File: src/rtl/fetch_ctrl.sv
// Fetch-side control: registers the ROM instruction into IR and resolves JMP/BZ/HALT,
// feeding Branch/Target/Halt back to the fetch stage.
module fetch_ctrl #(
    parameter int unsigned IW      = 9,
    parameter int unsigned AW      = 8,
    parameter logic [3:0]  OP_JMP  = 4'hE,
    parameter logic [3:0]  OP_BZ   = 4'hD,
    parameter logic [3:0]  OP_HALT = 4'hF
) (
    input  logic          CLK,
    input  logic          Init,
    input  logic [AW-1:0] PC,
    input  logic [IW-1:0] Instr,
    input  logic          Zero,
    output logic          Branch,
    output logic [AW-1:0] Target,
    output logic          Halt,
    output logic [IW-1:0] IR,
    output logic [AW-1:0] IRPC,
    output logic          IRValid,
    output logic [7:0]    BrCount
);

    localparam logic [1:0] ST_RUN    = 2'd0;
    localparam logic [1:0] ST_FLUSH  = 2'd1;
    localparam logic [1:0] ST_HALTED = 2'd2;

    logic [1:0]    state;
    logic [3:0]    opcode;
    logic [AW-1:0] offset_sext;
    logic [AW-1:0] branch_target;
    logic          taken;
    logic          is_halt;
    logic [7:0]    br_count_inc;

    assign opcode        = Instr[IW-1 -: 4];
    assign offset_sext   = {{(AW-5){Instr[4]}}, Instr[4:0]};
    // Natural AW-bit wrap gives the mod 2^AW target.
    assign branch_target = PC + offset_sext;
    assign taken         = (opcode == OP_JMP) || ((opcode == OP_BZ) && Zero);
    assign is_halt       = (opcode == OP_HALT);
    assign br_count_inc  = (BrCount == 8'hFF) ? BrCount : BrCount + 8'd1;

    always_ff @(posedge CLK or posedge Init) begin
        if (Init) begin
            state   <= ST_RUN;
            Branch  <= 1'b0;
            Target  <= '0;
            Halt    <= 1'b0;
            IR      <= '0;
            IRPC    <= '0;
            IRValid <= 1'b0;
            BrCount <= 8'd0;
        end else begin
            case (state)
                ST_RUN: begin
                    IR      <= Instr;
                    IRPC    <= PC;
                    IRValid <= 1'b1;
                    Branch  <= 1'b0;
                    if (taken) begin
                        Branch  <= 1'b1;
                        Target  <= branch_target;
                        BrCount <= br_count_inc;
                        state   <= ST_FLUSH;
                    end else if (is_halt) begin
                        Halt  <= 1'b1;
                        state <= ST_HALTED;
                    end
                end
                // Wrong-path slot: squash whatever was fetched at PC+1.
                ST_FLUSH: begin
                    IRValid <= 1'b0;
                    Branch  <= 1'b0;
                    state   <= ST_RUN;
                end
                ST_HALTED: begin
                    IRValid <= 1'b0;
                    Branch  <= 1'b0;
                end
                default: begin
                    Branch  <= 1'b0;
                    IRValid <= 1'b0;
                    state   <= ST_RUN;
                end
            endcase
        end
    end

endmodule

File: config.mk
export PLATFORM = sky130hd
export DESIGN_NAME = fetch_ctrl
export DESIGN_NICKNAME = d
export VERILOG_FILES = /design/src/rtl/fetch_ctrl.sv
export SDC_FILE = /design/constraint.sdc
export NUM_CORES = 1
export LEC_CHECK = 0
export ABC_AREA = 1
export CORE_MARGIN = 1
export CORE_UTILIZATION = 50
export DETAILED_ROUTE_END_ITERATION = 16
export PLACE_DENSITY = 0.84
export SLEW_MARGIN = 20
export SYNTH_ARGS = -nofsm -noshare
export SYNTH_HDL_FRONTEND = slang
export SYNTH_SLANG_ARGS = --single-unit
File: constraint.sdc
create_clock -name CLK -period 3.3 [get_ports CLK]
set_input_delay 0.66 -clock CLK [delete_from_list [all_inputs] [get_ports CLK]]
set_output_delay 0.66 -clock CLK [all_outputs]
set_load 0.01 [all_outputs]
# Word-level counts from Yosys, hierarchy flattened
# Cells that the tools add are included.
# totals
register_bits	38
input_bits	20
out_inout_bits	36
word_cells	32
# op_classes
add_sub_neg	2
eq_ne	6
mux	6
n_bitwise	3
n_reduce_logical	7
# ops
cell	n
4-bit == test (second input constant)	3
8-bit by 1-bit adder with 8-bit output (second input constant)	1
8-bit adder	1
8-bit == test (second input constant)	1
3-bit AND reduction	2
2-bit 2-to-1 mux	2
2-bit one-hot mux with 2 select lines	1
2-bit AND reduction	2
1-bit 2-to-1 mux	3
3-bit inequality test (second input constant)	1
1-bit NOT	3
2-bit == test (second input constant)	1
2-bit logical NOT	1
1-bit logical AND	1
1-bit logical OR	1

# Logic depth before layout (Yosys ltp)
# Gate-level depths: netlist (run 1).
# logic_depth
ltp_word	5
depth_mapped	9
mapped_depth_nobuf	9

# Worst setup path before layout (run 1)
# OpenSTA, ideal clock, no wires.
# synth_timing
path_kind	input-to-reg
from	input port PC[0]
to	register Target[6]
setup_ps	117
arrival_time_ps	1565
required_time_ps	3183
setup_slack_ps	1617
cell_stages	9
n_path_buf	0
cell_sequence	ha_1 -> inv_1 -> fa_1 -> inv_1 -> nand2_1 -> nand3_1 -> nand2_1 -> nand3_1 -> nand2_1
# synth_between
elab_chain_len	1
# synth_rtl
element	line	source
start: declaration	12	input logic [AW-1:0] PC,
8-bit adder	39	assign branch_target = PC + offset_sext;
end signal: assignment	63	Target <= branch_target;
end: declaration	16	output logic [AW-1:0] Target,
# No other way between the ends.
# A chain may end at the register's enable or synchronous reset.

# Worst setup path after layout (run 1)
# layout_timing
from	register state[1]
to	register BrCount[7]
# layout_between
elab_chain_len	2
# layout_rtl
element	line	source
start: declaration	28	logic [1:0] state;
start signal: assignment	46	state <= ST_RUN;
start signal: assignment	65	state <= ST_FLUSH;
start signal: assignment	68	state <= ST_HALTED;
2-bit logical NOT	55	case (state)
3-bit AND reduction (no source line)	--	
end signal: assignment	64	BrCount <= br_count_inc;
end: declaration	21	output logic [7:0] BrCount
# No other way between the ends.

==> results.rst, run 1 <==
.. list-table::
   :header-rows: 1

   * - Metric
     - Value
   * - Hold bufs inserted after CTS
     - 0
   * - CTS Root Cell
     - clkbuf_8
   * - Post-DRT Antenna Nets
     - 0
   * - First-pass GRT wire length
     - 6.437 mm
   * - Most used DFF post-synth
     - dfrtp_1
   * - Number of distinct library cells after synthesis
     - 27
   * - Pin count of the biggest net entering global routing
     - 39
   * - Static leakage
     - 1.256 nW
   * - Power per cell area
     - 345.6 nW/um2
   * - H-Tree Depth
     - 2
   * - Setup violators final
     - 0
   * - Number of vias per cell
     - 5.046
   * - FF+latch count, synth
     - 38
   * - Combined area of all synthesized cells
     - 1878 um2
   * - Number of instances on the worst hold path
     - 2
   * - Synthesized area divided by synthesized cell count
     - 9.390 um2
   * - Sequential cell area fraction in the yosys report
     - 0.5063
   * - Last weighted congestion value of the routability-driven placer
     - 0.8230
   * - Final setup margin
     - 1.161 ns
   * - Final count of pins violating max slew
     - 0
   * - DRT Pass-1 Iters
     - 7
   * - Final std cells w/o fill
     - 306
   * - Clk pin slew, worst setup/hold paths
     - 0.07 ns
   * - Final worst path period need
     - 2.139 ns
   * - Kind of capture point of the worst setup path
     - flip-flop
   * - Final antenna diode count
     - 0
   * - Crit path DAT
     - 2.32 ns
   * - Synthesized netlist cell count
     - 200
   * - Unrepaired setup endpoints after global routing
     - no
   * - Overall power after layout
     - 883.3 uW
   * - Total die area
     - 4005 um2
   * - Count of flip-flops with a built-in enable after synthesis
     - 0
   * - Filler cell count in the final layout
     - 275
   * - Startpoint types
     - flip-flop
   * - Placed wire-length estimate
     - 2.823 mm
   * - Worst vdd ir
     - 0.0002098 V
   * - Share of final-layout standard cells stronger than drive strength 1
     - 0.1115
   * - Core region area
     - 3468 um2
   * - Startpoint of the most critical hold path
     - Target[6]
   * - Max-slew headroom at the worst pin
     - 0.6113
   * - Mean routed wirelength per cell
     - 12.30 um
   * - Routed vias
     - 1544
   * - Starting density of the core
     - 0.5415
   * - Number of remaining DRC errors
     - 0
   * - Inserted Clock Buffers
     - 5
   * - Clock Sink Count
     - 38
   * - DRC marker count from the first detailed-route iteration
     - 67
   * - Final layout net count
     - 288
   * - Result of the run
     - finished clean
   * - Fmax
     - 0.4676 GHz
   * - Via count of the first global-routing pass
     - 1419
   * - TritonCTS clock tree
     - yes
   * - Max cap viols
     - 0
   * - Fin Clk Skew
     - 0.006915 ns
   * - Crit-path max cell delay
     - 0.49 ns
   * - Horizontal die dimension
     - 63.29 um
   * - Area growth, synth to finish
     - 36.11%
   * - Share of the clock period used by the worst path after layout
     - 0.6480
   * - Post-place setup slack
     - 0.8231 ns
   * - Initial antenna violation count
     - 0
   * - Remaining global-route overflow
     - 0
   * - Slew at the pin with the worst max-slew slack
     - 0.5817 ns
   * - Clock tree buffer depth
     - 2
   * - Placement Rows
     - 21
   * - Synthesis Warnings
     - 0
   * - All-layer global routing usage
     - 0.2128
   * - Post-CTS Resized
     - 0
   * - Placed Cells incl. Taps
     - 298
   * - Worst-skew pair later-pin latency
     - 0.29 ns
   * - Hold Worst Slack
     - 0.4809 ns
   * - Peak fanout along the critical path
     - 22
   * - Class of the worst hold path
     - flip-flop to flip-flop
   * - Buffers inserted during post-CTS setup optimization
     - 0
   * - Worst-path cell chain
     - nor2_4, nand3_2, nor2_2, nand2_2, o21ai_1, nand2_1
   * - Number of port buffers
     - 55
   * - Total Negative Setup Slacks
     - 0 ns
   * - Startpoint of the worst setup timing path
     - state[1]
   * - Top-level I/O count
     - 56
   * - Vert. Die Dim
     - 63.29 um
   * - Crit-path slowest cell
     - nor2_4
   * - Detailed-route wire length
     - 3.763 mm
   * - Required @ worst endpoint
     - 3.48 ns
   * - Critical register-to-register path startpoint
     - state[1]
   * - Final hold vios
     - 0
   * - Worst Reg-to-Reg Cells
     - 6
   * - Net count after synthesis
     - 229
   * - Async set-reset flop share out of synthesis
     - 1.000
   * - Kind of critical path
     - flip-flop to flip-flop
==> report_power, final <==
part           internal [mW]  switching, mW
Clock                  0.168          0.156
Sequential             0.466              0
Combinational         0.0432         0.0501
==> final timing paths <==
check,slack [ns],to
hold reg to reg,0.48,Target[6]
max in group asynchronous,2.21,IRPC[6]
setup reg to reg,1.16,BrCount[7]
min in group asynchronous,0.76,BrCount[1]
setup / recovery,1.16,BrCount[7]
hold / removal,0.48,Target[6]
==> critical path: cells and delay by family, from the launching register on <==
family / cells / cell delay, ns
simple gates: 5 / 1.40
flops: 1 / 0.41
compound gates: 1 / 0.21
==> logic make-up (layout without fill, tap and decap cells) <==
family / after synthesis / count (layout) / share of synthesized area
xor gates and xnor gates: 7 / 7 / 0.03265
buffers and inverters: 26 / 86 / 0.05930
AOI/OAI and AO/OA: 15 / 15 / 0.04263
DFF: 38 / 38 / 0.5063
adders and majority gates: 9 / 9 / 0.06396
and+or+nand+nor: 90 / 90 / 0.2052
muxes: 15 / 15 / 0.08994
==> synth_stat cells, types with 3 or more instances <==
master   number  share of area
dfrtp_1      38           0.51
inv_1        21          0.042
nand4_1       3          0.010
nor2_1       16          0.032
nand3_1       8          0.021
mux2_2       15          0.090
a21oi_1       5          0.013
xor2_1        4          0.019
nand2_1      55           0.11
ha_1          8          0.053
o21ai_1       6          0.016
xnor2_1       3          0.014
==> cell type report <==
type / instances / area [um2] / area share
Clock inverter: 1 / 5.005 / 0.001958
Multi-Input combinational cell: 136 / 815.8 / 0.3191
Tap cell: 46 / 57.56 / 0.02252
Timing Repair Buffer: 56 / 558.0 / 0.2183
Clock buffer: 7 / 86.33 / 0.03377
Sequential cell: 38 / 950.9 / 0.3720
Inverter: 22 / 82.58 / 0.03231
==> cells in the final DEF (no fill, tap or decap), types with 4 or more instances in the layout <==
master	instances
nor2_1	16
xor2_1	4
inv_1	21
nand3_1	8
a21oi_1	5
dfrtp_1	38
ha_1	8
clkdlybuf4s50_1	55
mux2_2	15
nand2_1	55
clkbuf_8	6
o21ai_1	6
==> per-stage QoR <==
stage          cell area, um2    util
5_1_grt                  2556  0.7370
6_report                 2556  0.7370
2_1_floorplan            1878       -
3_5_place_dp             2465  0.7107
4_1_cts                  2556  0.7370
3_3_place_gp             2465  0.7107
==> sequential cells by signal, summed over array words and instances (netlist names) <==
name / flops
BrCount: 8
Branch: 1
Halt: 1
IR: 9
IRPC: 8
IRValid: 1
Target: 8
state: 2
==> metal layers <==
metal / vias to the layer above / part of all wire / global-route usage / wire, um
li1: 759 / - / - / -
met3: 4 / 0.055 / 0.07428 / 207
met4: 0 / 0.0098 / 0.07102 / 37
met1: 734 / 0.46 / 0.2640 / 1724
met2: 47 / 0.48 / 0.3454 / 1794
met5: - / 0 / 0 / 0
Note: power is estimated with default switching activity, not from simulation.
==> run 2: changes to the inputs <==
CORE_UTILIZATION = 42   (was 50)
PLACE_DENSITY = 0.75   (was 0.84)
clock period = 1.9 ns   (was 3.3 ns; I/O delays follow)
==> results.rst, run 2 (synthesized netlist as in run 1, its figures left out) <==
.. list-table::
   :header-rows: 1

   * - Metric
     - Value
   * - Initial antenna violation count
     - 0
   * - Static leakage
     - 1.311 nW
   * - Clock Sink Count
     - 38
   * - Top-level I/O count
     - 56
   * - First-pass GRT wire length
     - 5.996 mm
   * - Most used cells in the layout excluding fill and tap cells
     - 55 x nand2_1, 55 x clkdlybuf4s50_1, 38 x dfrtp_1, 21 x inv_1, 16 x nor2_1
   * - Slew at the pin with the worst max-slew slack
     - 0.4721 ns
   * - Horizontal die dimension
     - 68.87 um
   * - Inserted Clock Buffers
     - 5
   * - Placement Rows
     - 23
   * - Max-slew headroom at the worst pin
     - 0.6853
   * - Total Negative Setup Slacks
     - 0 ns
   * - Met2 wirelength from detailed routing
     - 1.714 mm
   * - Final layout net count
     - 297
   * - Final worst path period need
     - 1.695 ns
   * - Mean routed wirelength per cell
     - 11.67 um
   * - Startpoint types
     - input pin
   * - Kind of capture point of the worst setup path
     - flip-flop
   * - Top register by number of flip-flops
     - IR
   * - Crit path DAT
     - 1.91 ns
   * - Worst vdd ir
     - 0.0004673 V
   * - Core region area
     - 4144 um2
   * - DRT Pass-1 Iters
     - 4
   * - TritonCTS clock tree
     - yes
   * - Routed vias
     - 1502
   * - Last weighted congestion value of the routability-driven placer
     - 0.7653
   * - Top routing layer in use
     - met4
   * - Hold bufs inserted after CTS
     - 0
   * - Max cap viols
     - 0
   * - Final count of pins violating max slew
     - 0
   * - All-layer global routing usage
     - 0.1799
   * - Class of the worst hold path
     - flip-flop to flip-flop
   * - Post-CTS Resized
     - 0
   * - Remaining global-route overflow
     - 0
   * - Buffers inserted during post-CTS setup optimization
     - 0
   * - Pin count of the biggest net entering global routing
     - 39
   * - Result of the run
     - finished clean
   * - Detailed-route wire length
     - 3.711 mm
   * - WL met3
     - 244 um
   * - Vert. Die Dim
     - 68.87 um
   * - Share of final-layout standard cells stronger than drive strength 1
     - 0.1418
   * - Clock tree buffer depth
     - 2
   * - Post-DRT Antenna Nets
     - 0
   * - Number of remaining DRC errors
     - 0
   * - Worst-skew pair later-pin latency
     - 0.30 ns
   * - Number of port buffers
     - 55
   * - Final antenna diode count
     - 0
   * - Hold Worst Slack
     - 0.4687 ns
   * - Number of vias per cell
     - 4.723
   * - Power per cell area
     - 636.1 nW/um2
   * - Area growth, synth to finish
     - 41.11%
   * - Post-Route M1 WL
     - 1.670 mm
   * - Flip-flop count of the largest register, all copies and words added
     - 9
   * - Kind of critical path
     - input pin to flip-flop
   * - DRC marker count from the first detailed-route iteration
     - 51
   * - H-Tree Depth
     - 2
   * - Starting density of the core
     - 0.4532
   * - Final hold vios
     - 0
   * - Share of the clock period used by the worst path after layout
     - 0.8920
   * - Fmax
     - 0.5900 GHz
   * - CTS Root Cell
     - clkbuf_8
   * - Setup violators final
     - 0
   * - Fin Clk Skew
     - 0.01227 ns
   * - Peak fanout along the critical path
     - 3
   * - Unrepaired setup endpoints after global routing
     - no
   * - Placed wire-length estimate
     - 2.810 mm
   * - Required @ worst endpoint
     - 2.12 ns
   * - Clk pin slew, worst setup/hold paths
     - 0.07 ns
   * - Total die area
     - 4743 um2
   * - Via count of the first global-routing pass
     - 1383
==> run 2: changes by cell type in the layout (fill, tap and decap cells not counted) <==
cell       previous run  this run
clkinv_2              1         0
clkbuf_1              1         0
buf_4                 1        10
bufinv_16             0         1
==> run 2: cell type report <==
cell class | count | area, um2
Fill cell | 370 | 1494
Multi-Input combinational cell | 136 | 815.8
Inverter | 22 | 82.58
Timing Repair Buffer | 65 | 625.6
Clock buffer | 6 | 82.58
Tap cell | 50 | 62.56
Clock inverter | 1 | 30.03
Sequential cell | 38 | 950.9
==> run 2: final timing paths <==
kind | startpoint | endpoint | slack (ns) | cells past startpoint
setup / recovery | Instr[0] | Target[4] | 0.21 | 7
max in group asynchronous | Init | IRPC[7] | 1.08 | 3
setup reg to reg | BrCount[0] | BrCount[6] | 0.44 | 8
hold reg to reg | Halt | Halt | 0.47 | 2
hold / removal | Halt | Halt | 0.47 | 2
min in group asynchronous | Init | IR[3] | 0.48 | 3
==> run 2: routing by layer <==
metal,vias up,track usage
met5,-,0
met4,0,0.09949
met3,7,0.05263
met2,36,0.2803
met1,686,0.2223
li1,773,-
==> run 2: critical path, stage by stage <==
cell	delay [ns]
clkdlybuf4s50_1	0.49
ha_1	0.19
inv_1	0.06
fa_1	0.42
nor2_1	0.16
o21bai_1	0.07
a31oi_1	0.15
==> run 2: power breakdown <==
| group | internal, mW | switching (mW) | leakage [nW] |
|---|---|---|---|
| clock network | 0.420 | 0.281 | 0.0573 |
| registers | 0.808 | 0 | 0.510 |
| logic | 0.0872 | 0.0894 | 0.744 |
| total | 1.32 | 0.370 | 1.31 |
==> run 2: per-stage QoR <==
stage	worst slack (ns)	std cells	utilization	area, um2	power, mW
finish	0.2051	318	0.6395	2650	1.686
global route	0.04810	318	0.6395	2650	1.751
CTS	0.2016	318	0.6395	2650	1.701
detailed placement	-0.1111	311	0.6123	2537	1.001
global placement	-0.06994	311	0.6123	2537	0.9991
floorplan	0.4974	200	-	1878	0.9172
